`src/rtl/axi_sched_pkg.sv`:
```
// Shared types for the 2:1 AXI read-burst scheduler: FSM state encoding and
// bit positions inside the err pulse vector.
package axi_sched_pkg;

  typedef enum logic [1:0] {
    IDLE = 2'd0,
    ADDR = 2'd1,
    DATA = 2'd2
  } state_e;

  localparam int ERR_RLAST   = 0;
  localparam int ERR_TIMEOUT = 1;

  // Turns an AXI arlen into a beat count (1..256).
  function automatic logic [8:0] beats_of(input logic [7:0] len);
    return {1'b0, len} + 9'd1;
  endfunction

endpackage

```
`src/rtl/rr_arb_2.sv`:
```
// Two-way round-robin decision: a sole requester wins, a tie goes to the
// requester that was not granted last. Purely combinational.
module rr_arb_2 (
  input  logic [1:0] req,
  input  logic       last,   // 1: s01 was granted last, 0: s00 was
  output logic [1:0] grant
);

  always_comb begin
    // NOTE: default first so every path assigns grant and no latch is inferred.
    grant = 2'b00;
    case (req)
      2'b01:   grant = 2'b01;
      2'b10:   grant = 2'b10;
      2'b11:   grant = last ? 2'b01 : 2'b10;
      default: grant = 2'b00;
    endcase
  end

endmodule

```
`src/rtl/axi_rd_sched_2x1.sv`:
```
// Schedules read bursts from two requesters onto one AXI master read port,
// tracking R beats and flagging rlast mismatches and handshake timeouts.
module axi_rd_sched_2x1
  import axi_sched_pkg::*;
#(
  parameter int ID_WIDTH       = 8,
  parameter int TIMEOUT_CYCLES = 1024
) (
  input  logic        clk,
  input  logic        rst,
  input  logic [1:0]  req,
  input  logic [15:0] req_len,
  output logic [1:0]  grant,
  input  logic        m_ar_hs,
  input  logic        m_r_hs,
  input  logic        m_r_last,
  output logic [8:0]  beats_left,
  output logic        busy,
  output logic        done,
  output logic [1:0]  err
);

  if (TIMEOUT_CYCLES < 2 || TIMEOUT_CYCLES > 65535 || ID_WIDTH < 1) begin : g_param_check
    $error("axi_rd_sched_2x1: illegal parameter value");
  end

  localparam logic [15:0] TO_LAST = 16'(TIMEOUT_CYCLES - 1);

  state_e      state;
  logic        last_s01;
  logic [15:0] tcnt;
  logic [1:0]  arb_grant;
  logic        to_hit;
  logic        last_beat;
  logic [8:0]  load_beats;

  rr_arb_2 u_arb (
    .req   (req),
    .last  (last_s01),
    .grant (arb_grant)
  );

  // Timeout fires on the edge where the idle count would reach TIMEOUT_CYCLES-1.
  assign to_hit     = (tcnt + 16'd1) == TO_LAST;
  assign last_beat  = beats_left == 9'd1;
  assign load_beats = beats_of(grant[1] ? req_len[15:8] : req_len[7:0]);

  // NOTE: all state and outputs use non-blocking assignments so every register
  // samples pre-edge values, independent of statement order.
  always_ff @(posedge clk) begin
    if (rst) begin
      state      <= IDLE;
      grant      <= 2'b00;
      beats_left <= 9'd0;
      busy       <= 1'b0;
      done       <= 1'b0;
      err        <= 2'b00;
      tcnt       <= 16'd0;
      last_s01   <= 1'b1;
    end else begin
      done <= 1'b0;
      err  <= 2'b00;
      case (state)
        IDLE: begin
          if (req != 2'b00) begin
            state    <= ADDR;
            grant    <= arb_grant;
            last_s01 <= arb_grant[1];
            busy     <= 1'b1;
            tcnt     <= 16'd0;
          end
        end
        ADDR: begin
          if (m_ar_hs) begin
            beats_left <= load_beats;
            state      <= DATA;
            tcnt       <= 16'd0;
          end else if (to_hit) begin
            err[ERR_TIMEOUT] <= 1'b1;
            beats_left       <= 9'd0;
            state            <= IDLE;
            grant            <= 2'b00;
            busy             <= 1'b0;
            tcnt             <= 16'd0;
          end else begin
            tcnt <= tcnt + 16'd1;
          end
        end
        DATA: begin
          if (m_r_hs) begin
            tcnt <= 16'd0;
            if (m_r_last && last_beat) begin
              done       <= 1'b1;
              beats_left <= 9'd0;
              state      <= IDLE;
              grant      <= 2'b00;
              busy       <= 1'b0;
            end else if (m_r_last || last_beat) begin
              // rlast disagrees with the beat count; this path wins over timeout.
              err[ERR_RLAST] <= 1'b1;
              beats_left     <= 9'd0;
              state          <= IDLE;
              grant          <= 2'b00;
              busy           <= 1'b0;
            end else begin
              beats_left <= beats_left - 9'd1;
            end
          end else if (to_hit) begin
            err[ERR_TIMEOUT] <= 1'b1;
            beats_left       <= 9'd0;
            state            <= IDLE;
            grant            <= 2'b00;
            busy             <= 1'b0;
            tcnt             <= 16'd0;
          end else begin
            tcnt <= tcnt + 16'd1;
          end
        end
        default: begin
          state <= IDLE;
          grant <= 2'b00;
          busy  <= 1'b0;
        end
      endcase
    end
  end

endmodule

```
`config.mk`:
```
export PLATFORM = sky130hd
export DESIGN_NAME = axi_rd_sched_2x1
export DESIGN_NICKNAME = d
export VERILOG_FILES = /design/src/rtl/axi_sched_pkg.sv /design/src/rtl/rr_arb_2.sv /design/src/rtl/axi_rd_sched_2x1.sv
export SDC_FILE = /design/constraint.sdc
export NUM_CORES = 1
export LEC_CHECK = 0
export ABC_AREA = 1
export BUFFER_PORTS_ARGS = -buffer_cell sky130_fd_sc_hd__buf_2
export CORE_AREA = 2 2 75 77
export DETAILED_ROUTE_END_ITERATION = 6
export DIE_AREA = 0 0 77 79
export PLACE_DENSITY_LB_ADDON = 0.05
export SETUP_SLACK_MARGIN = 0.3
export SYNTH_ARGS = -nofsm -noshare
export SYNTH_HDL_FRONTEND = slang
export SYNTH_HIERARCHICAL = 1
export SYNTH_SLANG_ARGS = --single-unit
```
`constraint.sdc`:
```
create_clock -name clk -period 5.5 [get_ports clk]
set_input_delay 0 -clock clk [delete_from_list [all_inputs] [get_ports clk]]
set_output_delay 0 -clock clk [all_outputs]
set_load 0.02 [all_outputs]
```
==> results.toml, run 1 <==
[status]
status = "finished clean"

[drt]
first_pass_iters = 4
wirelength_um = 6150
vias = 2610
vias_per_cell = 5.07
post-route-drc-count = 0
wl_per_cell_um = 11.9
ant_nets = 0
drtIter0Drc = 154

[logic_synthesis]
synth_fp_nets = 440
synthesis.area_sq_mm = 0.00253
yosysSeqAreaShare_pct = 26.9
yosysWarnings = 6
netlist_instances = 408
ys_seq_elements = 34
avgSynthCellArea_sq_um = 6.19
synth.distinct_cells = 36

[clock_network]
clockRootBuffer = "clkbuf_8"
cts_tree = "built"
clk_pin_slew_ps = 70
insertion_delay_ps = 290
clockBufferDepth = 2
post_cts_buffers = 0
cts-resized-gates = 0
cts_made_buffers = 5
cts.sinks = 34
cts_htree_levels = 2

[timing]
finalHoldViolations = 0
worstMarginPinSlew_ps = 980
finClkSkew_ps = 9.81
fmax_mhz = 349
finalCriticalPeriod_ps = 2870
rsz0062_at_grt = "false"
slew_headroom_pct = 34.5
period_share_pct = 52.2
finalSetupViolations = 0
fin_tns_setup_ps = 0
slew_viol_final = 0

[placement]
place_area_sq_mm = 0.00275
place_congestion = 0.844
buffer_ports.inserted = 37
place_hpwl_um = 4480

[job]
max_cap_viol_count = 0

[power]
p_int_w = 0.000523
combPwrFrac_pct = 23.9
peakVddDrop_uv = 184
power_density_mw_per_mm2 = 261
p_leak_nw = 1.27
seq_power_share_pct = 37.3
swShare_pct = 31.0
clkPwrFrac_pct = 38.8
switchingPower_w = 0.000235

[floorplan]
coreArea_sq_mm = 0.00534
rows = 27
die_y_um = 79
ioPinCount = 38
start_util_pct = 47.4
die-area_sq_mm = 0.00608
die_w_um = 77

[worst_hold_path]
hold_start = "m_r_hs"
hp-class = "in2reg"

[global_routing]
track_usage_pct = 20.9
grt_overflow_total = 0
grt_pass1_vias = 2216
grt_pass1_wl_um = 10300
antenna_found_initial = 0
grt_max_degree = 29

[finish]
n_fill_cell = 579
nets = 474
syn2layout_area_growth_pct = 14.7
drive_above_1_share_pct = 13.3
diodes = 0
final_area_sq_mm = 0.00290

[critical_path]
worstPathRequired_ps = 5730
critPathKind = "reg2reg"
cp_max_fo = 17
crit_arrival_ps = 3100
timing.rr.start = "state[0]"
startpoint_type = "flop"
cp-startpoint = "state[0]"
endpoint_kind = "flop"
[area by class of cell]
class	count	area [sq um]	share of cell area, %
sequential	34	681	23.5
clock buffer	6	82.6	2.85
multi-input combinational	308	1580	54.6
timing repair buffer	38	195	6.73
inverter	55	206	7.12
tap	72	90.1	3.11
clock inverter	2	60.1	2.07
[path summary, 6_finish.rpt]
path | depth (start not counted) | endpoint | slack (ps)
hold reg to reg | 2 | grant[0] | 480
setup / recovery | 8 | tcnt[1] | 2630
setup reg to reg | 8 | tcnt[1] | 2630
hold / removal | 3 | err[0] | 80
[power by group through the flow]
stage,clock (W),sequential (W),combinational (W)
6_report,0.000294,0.000282,0.000181
5_1_grt,0.000310,0.000285,0.000203
4_1_cts,0.000300,0.000282,0.000180
3_5_place_dp,0,0.000288,0.000178
3_3_place_gp,0,0.000287,0.000179
2_1_floorplan,0,0.000294,0.000123
[cell families (layout without fill, tap and decap cells)]
family          after synthesis  after routing  share of synthesized area (%)
simple gates                212            212                           37.2
compound gates               70             70                           15.0
mux                           2              2                          0.842
xor+xnor                     15             15                           5.20
buf+inv                      66            101                           10.4
fa+ha+maj                     9              9                           4.46
flops                        34             34                           26.9
[flip-flops by register name, summed over array words and instances, names as in the netlist]
register and cells:
beats_left 9, busy 1, done 1, err 2, grant 2, last_s01 1
state 2, tcnt 16
[synth_stat cells]
cell	instances	area, sq um
o21ai_0	25	125
nand3_1	31	155
nand2_1	114	428
ha_1	9	113
or2_0	1	6.26
o31ai_1	1	7.51
nor3_1	7	35.0
nand3_2	3	30.0
buf_2	3	15.0
a21oi_2	1	8.76
inv_1	51	191
inv_2	2	7.51
nor4_1	1	6.26
xor2_1	8	70.1
o2111ai_1	1	8.76
o311ai_0	1	8.76
nand2_2	1	6.26
a21boi_0	1	7.51
nor2_2	2	12.5
nor2_4	3	33.8
a31oi_1	2	12.5
nand2_4	1	11.3
mux2i_1	1	10.0
mux2_2	1	11.3
nand4_1	11	68.8
a21oi_1	35	175
xnor2_1	7	61.3
dfxtp_1	34	681
buf_4	1	7.51
buf_6	1	11.3
clkinv_1	2	7.51
nand3b_1	2	15.0
a2bb2oi_1	2	17.5
nor2_1	35	131
clkbuf_1	6	22.5
o21a_1	1	7.51
[what timing repair did]
action,4_1_cts,5_1_grt
hold endpoints to repair,1,0
hold buffers,1,0
endpoints found under the setup margin,0,0
[metrics by stage]
step	setup WS, ps	utilization, %	hold slack (ps)	total power, W	cells
finish	2630	54.3	75.3	0.000757	515
global route	2320	54.3	86.2	0.000798	515
CTS	2640	54.3	69.4	0.000762	515
detailed placement	2660	51.5	272	0.000466	506
global placement	2770	51.5	265	0.000466	506
floorplan	3560	-	141	0.000417	408
[per-layer routing]
metal / GRT usage [%] / vias to the layer above / part of all wire (%)
li1: - / 1391 / -
met1: 29.7 / 1167 / 51
met2: 33.1 / 47 / 44
met3: 3.18 / 5 / 3.4
met4: 5.89 / 0 / 1.1
met5: 0 / - / 0
[worst max-delay path: stages (launching register included)]
cell and delay (ps):
dfxtp_1 410, inv_1 90, ha_1 250, a21oi_1 210, clkinv_1 450, nor2_1 920, nand2_1 220, a2bb2oi_1 180
nor2_1 90
[cells in the final DEF, fill, tap and decap left out, types with 3 or more instances in the layout]
cell,n
nor2_1,35
nor2_4,3
nor3_1,7
xnor2_1,7
inv_1,51
a21oi_1,35
xor2_1,8
buf_2,37
dfxtp_1,34
nand3_1,31
nand2_1,114
clkbuf_8,6
ha_1,9
nand3_2,3
nand4_1,11
o21ai_0,25
(Power assumes the default switching activity.)
==> run 2, diff against run 1 <==
Clock period 5.5 ns to 2.7 ns, I/O delays scaled along.
==> run 2 against run 1 <==
  * Sequential power rose by 100%
  * Core utilization up 0.96 points
  * Clock power increased by 95%
  * First-iteration DRC count rose by 5.2%
  * Cell count grew 1.2%
  * Maximum frequency rose by 33%
  * Critical endpoint is now beats_left[8]
  * Flip-flop and latch count is the same
  * Highest routed layer unchanged
  * Die area did not move
  * Register-to-register slack worse by 2100 ps
  * Clock-buffer cell count shrank 1
  * Via count grew 0.80%
==> results.toml, run 2 (synthesis results as in run 1) <==
[timing]
finClkSkew_ps = 7.47
fmax_mhz = 462
finalCriticalPeriod_ps = 2160
slew_viol_final = 0
finalSetupViolations = 0
finalHoldViolations = 0
setup_ws_ps = 537
rsz0062_at_grt = "false"
worstMarginPinSlew_ps = 496
fin_tns_setup_ps = 0
hold_ws_ps = 87.9
period_share_pct = 80.1
slew_headroom_pct = 66.9

[global_routing]
grt_overflow_total = 0
grt_max_degree = 29
antenna_found_initial = 0
grt_pass1_vias = 2404
track_usage_pct = 21.5
grt_pass1_wl_um = 10800

[finish]
instances_no_fill = 521
final_common_cell = "nand2_1"
nets = 480
drive_above_1_share_pct = 15.4
top_register = "tcnt"
reg_top3 = "tcnt x16, beats_left x9"
diodes = 0
syn2layout_area_growth_pct = 16.7
final_cell_mix = "nand2_1, inv_1, buf_2"
largest_reg_flops = 16

[critical_path]
reg2reg_to = "beats_left[8]"
startpoint_type = "flop"
reg2reg_slack_ps = 540
timing.rr.start = "grant[1]"
crit_arrival_ps = 2400
critPathKind = "reg2reg"
cp_max_fo = 17
reg2reg_depth = 12
worstPathRequired_ps = 2940
endpoint_kind = "flop"

[status]
status = "finished clean"

[power]
p_leak_nw = 1.30
power_density_mw_per_mm2 = 518
peakVddDrop_uv = 433

[worst_hold_path]
hp-class = "in2reg"
whs_endpoint = "done"
holdPathStages = 3
hold_start = "m_r_hs"

[clock_network]
clk_pin_slew_ps = 80
cts.sinks = 34
insertion_delay_ps = 290
cts_tree = "built"
clockRootBuffer = "clkbuf_8"
cts_made_buffers = 5
clockBufferDepth = 2
cts_htree_levels = 2

[drt]
post-route-drc-count = 0
wl_per_cell_um = 12.3
ant_nets = 0
wirelength_um = 6400
drtIter0Drc = 162
vias = 2631
vias_per_cell = 5.05
first_pass_iters = 4

[placement]
placed_cells = 509
buffer_ports.inserted = 37
place_hpwl_um = 4600
place_congestion = 0.869
pre_cts_ws_ps = 446

[floorplan]
rows = 27
die_w_um = 77
coreArea_sq_mm = 0.00534
die_y_um = 79
die-area_sq_mm = 0.00608
start_util_pct = 47.4
ioPinCount = 38

[job]
max_cap_viol_count = 0
-- run 2: report_power, final --
part           leakage (nW)  switching, W  internal [W]
Clock                0.0683      0.000202      0.000370
Sequential            0.278     0.0000460      0.000531
Combinational         0.955      0.000234      0.000145
Total                  1.30      0.000482       0.00105
-- run 2: per-stage QoR --
step	instance area, sq um	total power [W]	util, %
6_report	2950	0.00153	55.3
5_1_grt	2950	0.00161	55.3
4_1_cts	2920	0.00154	54.6
3_5_place_dp	2770	0.000962	51.9
3_3_place_gp	2770	0.000961	51.9
2_1_floorplan	2530	0.000850	-
-- run 2: worst max-delay path, stage by stage, from the launching register on --
cell	delay (ps)
dfxtp_2	400
o21ai_0	350
ha_1	240
inv_1	40
nor2_1	160
nand2_1	110
nor3_1	250
nand2_1	90
nor3_1	210
nor2_1	90
nand3_1	80
nand2_1	50
inv_1	40
-- run 2: layout make-up --
type / instances / area [sq um]
Inverter: 55 / 206
Multi-Input combinational cell: 309 / 1600
Fill cell: 567 / 2390
Timing Repair Buffer: 43 / 233
Sequential cell: 34 / 683
Tap cell: 72 / 90.1
Clock inverter: 3 / 68.8
Clock buffer: 5 / 68.8
-- run 2: what timing repair did --
action,CTS,global route
hold endpoints to repair,1,0
hold buffers,1,0
setup endpoints to repair,0,13
setup buffers,0,2
resized for setup,0,5
-- run 2: worst max path at each step --
stage / from / end / depth (start not counted)
2_1_floorplan: tcnt[1] / beats_left[4] / 12
3_3_place_gp: grant[1] / beats_left[8] / 13
3_5_place_dp: grant[1] / beats_left[8] / 13
4_1_cts: grant[1] / beats_left[8] / 13
5_1_grt: grant[1] / beats_left[8] / 12
6_report: grant[1] / beats_left[8] / 12
-- run 2: metal layers --
metal / up-vias / track usage (%) / share of wire [%] / wire, um
li1: 1403 / - / - / -
met3: 4 / 2.84 / 4.7 / 303
met2: 49 / 36.0 / 45 / 2910
met5: - / 0 / 0 / 0
met1: 1175 / 29.2 / 49 / 3150
met4: 0 / 5.71 / 0.69 / 44
==> run 3, diff against run 2 <==
Clock period 2.7 ns to 2.2 ns, I/O delays scaled along.
==> run 3 against run 2 <==
  * Hold slack worse by 37 ps
  * Critical path type unchanged
  * Sequential power is 20% higher
  * Core utilization is 7.0 points higher
  * First-iteration DRC count is 30% higher
  * Routed wire length is 16% higher
  * Flip-flop and latch count stayed put
  * Total power is 10% higher
  * Sequential share of layout area is 2.3 points lower
  * Clock power is 20% lower
  * Clock-buffer cell count stayed put
==> results.toml, run 3 (synthesis results as in run 1) <==
[floorplan]
rows = 27
die-area_sq_mm = 0.00608
die_w_um = 77
coreArea_sq_mm = 0.00534
ioPinCount = 38
die_y_um = 79
start_util_pct = 47.4

[drt]
vias = 2848
post-route-drc-count = 0
first_pass_iters = 4
wirelength_um = 7450
vias_per_cell = 5.25
drtIter0Drc = 211
ant_nets = 0
wl_per_cell_um = 13.7

[critical_path]
worstPathRequired_ps = 2430
crit_path_frequent_cell = "nand3_2"
timing.rr.start = "tcnt[1]"
crit_chain = "ha_4, nand3_4, nor2_4, buf_6, buf_6, nand3_2, nand2_1, nor2_1, nand2_1, nor2_4, buf_12, nand2_8, nand3_2, nand2_2, nand3_2, a21oi_2"
startpoint_type = "flop"
reg2reg_depth = 16
critPathKind = "reg2reg"
cp-startpoint = "tcnt[1]"
slowest_delay_ps = 360
cp_max_fo = 7
endpoint_kind = "flop"
reg2reg_to = "beats_left[2]"
cp_slowest_cell = "dfxtp_2"
reg2reg_slack_ps = 180
crit_arrival_ps = 2250

[power]
power_density_mw_per_mm2 = 506
peakVddDrop_uv = 275
report.power.total_w = 0.00168
p_leak_nw = 1.41

[timing]
rsz0062_at_grt = "true"
worstMarginPinSlew_ps = 444
fmax_mhz = 494
setup_ws_ps = 176
finalCriticalPeriod_ps = 2020
finalSetupViolations = 0
period_share_pct = 92.0
slew_headroom_pct = 70.1
slew_viol_final = 0
finalHoldViolations = 0
finClkSkew_ps = 7.22

[clock_network]
cts_tree = "built"
cts.sinks = 34
clockRootBuffer = "clkbuf_8"
clk_pin_slew_ps = 70
insertion_delay_ps = 290
cts_htree_levels = 2
clockBufferDepth = 2
cts_made_buffers = 5

[finish]
reg_top3 = "tcnt x16, beats_left x9"
top_register = "tcnt"
final_common_cell = "nand2_1"
final_cell_mix = "nand2_1, inv_1, buf_2"
nets = 502
drive_above_1_share_pct = 27.7
syn2layout_area_growth_pct = 31.5
largest_reg_flops = 16
diodes = 0

[global_routing]
grt_overflow_total = 0
grt_max_degree = 25
grt_pass1_wl_um = 12000
grt_pass1_vias = 2604
antenna_found_initial = 0
track_usage_pct = 24.5

[job]
max_cap_viol_count = 0

[placement]
pre_cts_ws_ps = -4.18
place_congestion = 0.853
place_hpwl_um = 4670
buffer_ports.inserted = 37

[worst_hold_path]
hp-class = "in2reg"
holdPathStages = 3
hold_start = "m_r_hs"
whs_endpoint = "done"

[status]
status = "finished clean"
run 3: where the power goes:
group	total, W	switching, W	internal [W]
logic	0.000532	0.000323	0.000209
clock network	0.000455	0.000243	0.000213
registers	0.000694	0.0000424	0.000652
run 3: cell type report:
type / count / area (sq um)
Clock buffer: 5 / 68.8
Clock inverter: 2 / 10.0
Fill cell: 542 / 2010
Inverter: 55 / 206
Multi-Input combinational cell: 311 / 1820
Sequential cell: 34 / 694
Tap cell: 72 / 90.1
Timing Repair Buffer: 63 / 435
run 3: how the worst max path moves through the flow:
| stage | to | slack, ps | depth (start not counted) |
|---|---|---|---|
| 2_1_floorplan | beats_left[4] | 310 | 12 |
| 3_3_place_gp | tcnt[6] | 130 | 11 |
| 3_5_place_dp | tcnt[1] | -4 | 11 |
| 4_1_cts | beats_left[3] | 230 | 13 |
| 5_1_grt | beats_left[3] | 30 | 16 |
| 6_report | beats_left[2] | 180 | 16 |
run 3: timing repair:
item	CTS	global route
setup endpoints to repair	25	31
cloned	2	1
hold buffers	1	0
pin swaps	19	20
buffers inserted	9	5
hold endpoints to repair	1	0
gates resized for setup	38	22
run 3: metrics by stage:
stage / instances / hold slack, ps / cell area, sq um / TNS (ps) / util (%)
5_1_grt: 542 / 65.6 / 3320 / 0 / 62.3
4_1_cts: 536 / 46.8 / 3190 / 0 / 59.8
3_5_place_dp: 517 / 268 / 2840 / -4.18 / 53.1
6_report: 542 / 51.1 / 3320 / 0 / 62.3
3_3_place_gp: 517 / 265 / 2840 / 0 / 53.1
2_1_floorplan: 408 / 141 / 2530 / 0 / -
run 3: critical path: cells and delay by family (launching register included):
family                   cells  cell delay [ps]
buffers and inverters        3              380
adder cells (fa/ha/maj)      1              160
AND/OR/NAND/NOR             11              950
AO/OA/AOI/OAI                1              110
flip-flops                   1              360
run 3: layer usage:
layer | up-vias | routed length, um | share of wire, % | track usage [%]
li1 | 1448 | - | - | -
met1 | 1308 | 3320 | 45 | 31.9
met2 | 82 | 3700 | 50 | 40.3
met3 | 10 | 331 | 4.4 | 5.34
met4 | 0 | 97 | 1.3 | 8.75
met5 | - | 0 | 0 | 0
